[config.mk]
export PLATFORM = sky130hd
export DESIGN_NAME = bus_ctrl
export DESIGN_NICKNAME = d
export VERILOG_FILES = /design/src/rtl/bus_ctrl.sv
export SDC_FILE = /design/constraint.sdc
export NUM_CORES = 1
export LEC_CHECK = 0
export CORE_AREA = 3 3 191 193
export DETAILED_ROUTE_END_ITERATION = 10
export DIE_AREA = 0 0 194 196
export GPL_ROUTABILITY_DRIVEN = 0
export PLACE_DENSITY = 0.51
export SETUP_SLACK_MARGIN = 0.02
export SYNTH_ARGS = -nofsm -noshare
export SYNTH_HDL_FRONTEND = slang
export SYNTH_SLANG_ARGS = --single-unit
[constraint.sdc]
create_clock -name clk -period 3.3 [get_ports clk]
set_input_delay 0.66 -clock clk [delete_from_list [all_inputs] [get_ports clk]]
set_output_delay 0.66 -clock clk [all_outputs]
set_load 0.03 [all_outputs]
[src/rtl/bus_ctrl.sv]
// Bus transaction controller: latches a decoded CPU request, strobes one device, returns ack/err.
// Optional ack watchdog enabled by defining BUS_TIMEOUT_EN.
module bus_ctrl #(
    parameter int unsigned     NDEV        = 9,
    parameter logic [NDEV-1:0] WAIT_MASK   = 9'h040,
    parameter int unsigned     WAIT_CYCLES = 6,
    parameter int unsigned     TIMEOUT     = 255
) (
    input  logic                 clk,
    input  logic                 rst_n,
    input  logic                 cpu_cyc,
    input  logic                 cpu_we,
    input  logic [3:0]           cpu_be,
    input  logic [31:0]          cpu_addr,
    input  logic [31:0]          cpu_wdata,
    output logic [31:0]          cpu_rdata,
    output logic                 cpu_ack,
    output logic                 cpu_err,
    input  logic [NDEV-1:0]      sel,
    input  logic                 sel_invalid,
    output logic [NDEV-1:0]      dev_cyc,
    output logic                 dev_we,
    output logic [3:0]           dev_be,
    output logic [31:0]          dev_addr,
    output logic [31:0]          dev_wdata,
    input  logic [NDEV-1:0]      dev_ack,
    input  logic [32*NDEV-1:0]   dev_rdata
);

    typedef enum logic [1:0] {
        IDLE   = 2'd0,
        ACCESS = 2'd1,
        DONE   = 2'd2,
        ERR    = 2'd3
    } state_t;

    // Counter only needs to reach the larger of the two limits; it saturates there.
    localparam int unsigned CNT_MAX = (WAIT_CYCLES > TIMEOUT) ? WAIT_CYCLES : TIMEOUT;
    localparam logic [NDEV-1:0] ONE = {{(NDEV-1){1'b0}}, 1'b1};

    state_t          state;
    logic [NDEV-1:0] sel_q;
    logic [15:0]     cnt;
    logic            aborted;

    logic            one_hot;
    logic            ack_hit;
    logic            fixed_wait;
    logic            done_now;
    logic            timeout_now;
    logic [31:0]     rdata_mux;

    always_comb begin
        one_hot    = (sel != '0) && ((sel & (sel - ONE)) == '0);
        ack_hit    = |(dev_ack & sel_q);
        fixed_wait = |(sel_q & WAIT_MASK);
        done_now   = fixed_wait ? (cnt == 16'(WAIT_CYCLES)) : ack_hit;
`ifdef BUS_TIMEOUT_EN
        timeout_now = !fixed_wait && !ack_hit && (cnt == 16'(TIMEOUT));
`else
        timeout_now = 1'b0;
`endif
    end

    always_comb begin
        rdata_mux = '0;
        for (int unsigned i = 0; i < NDEV; i++) begin
            if (sel_q[i]) rdata_mux = rdata_mux | dev_rdata[32*i +: 32];
        end
    end

    always_ff @(posedge clk or negedge rst_n) begin
        if (!rst_n) begin
            state     <= IDLE;
            sel_q     <= '0;
            cnt       <= '0;
            aborted   <= 1'b0;
            dev_cyc   <= '0;
            dev_we    <= 1'b0;
            dev_be    <= '0;
            dev_addr  <= '0;
            dev_wdata <= '0;
            cpu_rdata <= '0;
            cpu_ack   <= 1'b0;
            cpu_err   <= 1'b0;
        end else begin
            cpu_ack <= 1'b0;
            cpu_err <= 1'b0;
            case (state)
                IDLE: begin
                    if (cpu_cyc) begin
                        dev_we    <= cpu_we;
                        dev_be    <= cpu_be;
                        dev_addr  <= cpu_addr;
                        dev_wdata <= cpu_wdata;
                        sel_q     <= sel;
                        aborted   <= 1'b0;
                        cnt       <= 16'd1;
                        if (sel_invalid || !one_hot) begin
                            state   <= ERR;
                            cpu_err <= 1'b1;
                        end else begin
                            state   <= ACCESS;
                            dev_cyc <= sel;
                        end
                    end
                end
                ACCESS: begin
                    if (!cpu_cyc) aborted <= 1'b1;
                    // An abandoned request still finishes its device cycle, silently.
                    if (done_now) begin
                        cpu_rdata <= rdata_mux;
                        dev_cyc   <= '0;
                        if (aborted || !cpu_cyc) begin
                            state <= IDLE;
                        end else begin
                            state   <= DONE;
                            cpu_ack <= 1'b1;
                        end
                    end else if (timeout_now) begin
                        dev_cyc <= '0;
                        if (aborted || !cpu_cyc) begin
                            state <= IDLE;
                        end else begin
                            state   <= ERR;
                            cpu_err <= 1'b1;
                        end
                    end else if (cnt != 16'(CNT_MAX)) begin
                        cnt <= cnt + 16'd1;
                    end
                end
                DONE:    state <= IDLE;
                ERR:     state <= IDLE;
                default: state <= IDLE;
            endcase
        end
    end

endmodule

==> run_results.csv <==
group,metric,value,unit
run_status,outcome,"complete, no violations",
detailed_routing,drc,0,
timing,fin_worst_skew,0.00934,ns
clock_network,clock-sinks,140,
layout,drive_gt1_share,5.24,%
placement,dpl.cell_count,1702,
power,p_per_area,838,mW/mm2
critical_path,start_kind,"flop",
timing,period_share,86.3,%
timing,max_slew_margin,20.0,%
critical_path,r2r_cells,8,
critical_path,rr_endpoint,"cnt[14]",
floorplanning,coreArea,0.0347,mm2
yosys,synth_seq_cells,140,
critical_path,worstSetupEndpointType,"flop",
yosys,synth.net_count,1185,
detailed_routing,via_per_inst,4.74,
grt,grt_first_pass_wirelength,57.1,mm
clock_network,cts_tree,"done",
timing,worstMarginPinSlew,1.20,ns
critical_path,r2r_start,"cnt[0]",
timing,rsz0062_at_grt,"no",
floorplanning,floorplan.initialDensity,20.4,%
yosys,netlist_top_cells_area,"dfrtp_1 (49%), nand2_1 (14%), a22oi_1 (7.1%), a222oi_1 (4.7%), a221oi_1 (4.0%)",
grt,grt_usage,20.0,%
clock_network,post_cts_buffers,0,
grt,grt_overflow_total,0,
critical_path,critPathLaunch,"cnt[0]",
clock_network,cts-root-buf,"clkbuf_16",
worst_hold_path,hold_path_class,"input pin to asynchronous set/reset pin",
yosys,ys_types,47,
layout,design_area,0.0131,mm2
clock_network,clk_path_buf_depth,2,
layout,num-nets-final,1647,
layout,final_cells,1747,
run,drv_cap,0,
placement,place_area,0.0125,mm2
clock_network,clk_pin_slew,0.07,ns
clock_network,post_cts_resized,0,
yosys,synth_enable_flop_cells,0,
yosys,yosysSeqAreaShare,49.4,%
yosys,synth_top_area_share,49.4,%
detailed_routing,antenna_left,0,
floorplanning,rows,68,
yosys,synth_area,0.00709,mm2
critical_path,crit_type,"flop to flop",
timing,hold_viol_final,0,
yosys,synth_ff_type,"dfrtp_1",
critical_path,arrival,3.19,ns
placement,portBuffers,489,
yosys,postSynthAreaPerCell,8.82,um2
detailed_routing,drtIter0Drc,571,
grt,grt_max_degree,85,
timing,maxSlewViolCount,0,
floorplanning,io_pins,491,
yosys,syn_inst,804,
clock_network,hold_buffers,0,
yosys,yosys-top-cells-count,"nand2_1 (269), dfrtp_1 (140), a22oi_1 (67)",
critical_path,required,3.64,ns
detailed_routing,wirelength,39.6,mm
floorplanning,die-height,196,um
clock_network,worstSkewPairLatency,0.43,ns
timing,fmax,351,MHz
timing,min_period,2.85,ns
clock_network,numCtsBuffers,17,
grt,antenna_found_initial,17,
floorplanning,die_width,194,um
power,vdd_ir_drop_max,0.455,mV
grt,grt_pass1_vias,8498,
timing,finalSetupViolations,0,
layout,fillCellCount,3558,
critical_path,r2r_setup_slack,0.45,ns
timing,tns,0,ns
critical_path,critPathCapture,"cnt[14]",
yosys,yosysTopAreaCell,"dfrtp_1",
yosys,yosysWarnings,0,
detailed_routing,drt-pass1-iter-count,6,
clock_network,cts_max_level,4,
placement,place_hpwl,30.2,mm
detailed_routing,routed-via-count,8283,
detailed_routing,wire_per_inst,22.7,um
yosys,async_reset_ff_share,100,%
layout,area_growth_syn_to_layout,85.3,%
yosys,yosysMostFrequentCell,"nand2_1",
floorplanning,dieArea,0.0380,mm2
power,cellLeakagePower,5.56,nW
critical_path,crit_fanout,20,
[stage by stage]
stage	util, %	setup WS (ns)	hold WS (ns)	power (mW)
after floorplan	-	0.938	0.364	6.15
after global placement	36.0	0.204	0.456	9.02
after detailed placement	36.0	0.224	0.463	9.05
after CTS	37.8	0.408	0.300	11.2
after global routing	37.9	0.132	0.322	11.7
final	37.9	0.453	0.283	11.0
[power by group]
part,leakage (nW),internal [mW],total (mW),switching [mW]
Clock,0.303,1.18,2.04,0.868
Combinational,3.51,2.37,6.09,3.72
Sequential,1.75,2.44,2.88,0.446
Total,5.56,5.98,11.0,5.03
[critical path: stages (launching register included)]
cell and delay, ns:
dfrtp_1 0.40, inv_1 0.10, ha_1 0.16, nor4bb_1 0.33, nand4_1 0.24, a221oi_2 1.03, buf_4 0.26, o31ai_1 0.07
a21oi_1 0.16
[kinds of logic after synthesis]
family          after synthesis  synth area share, %
compound gates              217                 23.0
fa+ha+maj                     3                0.494
buf+inv                      79                 4.39
flops                       140                 49.4
mux                          10                 1.41
simple gates                355                 21.3
[layer usage]
metal / global-route usage, % / share of wire [%]
met1: 23.1 / 39
met4: 8.11 / 2.4
met2: 33.2 / 49
met5: 0 / 0.20
met3: 7.95 / 9.8
[cell type report]
class | count | area [um2] | share of cell area (%)
inverters | 11 | 41.3 | 0.314
clock buffers | 19 | 453 | 3.45
repair buffers | 511 | 5100 | 38.8
clock inverters | 13 | 154 | 1.17
well taps | 455 | 569 | 4.33
diodes | 13 | 32.5 | 0.247
multi-input cells | 585 | 3290 | 25.0
flip-flops and latches | 140 | 3510 | 26.7
[sequential cells by signal, indices dropped and copies added (netlist names)]
signal,count
aborted,1
cpu_rdata,32
sel_q,9
dev_addr,32
dev_be,4
cpu_err,1
cnt,16
state,2
cpu_ack,1
dev_wdata,32
dev_we,1
dev_cyc,9
[layout by cell type (no fill, tap or decap), drive strengths merged, types with 13 or more instances in the layout]
master           n
a222oi          33
a22oi           67
buf             23
clkbuf          19
clkdlybuf4s50  488
a221oi          33
nand2          269
o21ai           45
a21oi           14
inv             18
dfrtp          140
nand3           36
diode           13
[worst min path at each step]
stage                     slack [ns]       endpoint
after floorplan                 0.36        aborted
after global placement          0.46   dev_addr[15]
after detailed placement        0.46   dev_wdata[7]
after CTS                       0.30  dev_wdata[16]
after global routing            0.32  dev_wdata[19]
final                           0.28   dev_addr[18]
No activity file was read; power rests on OpenSTA's default activity.
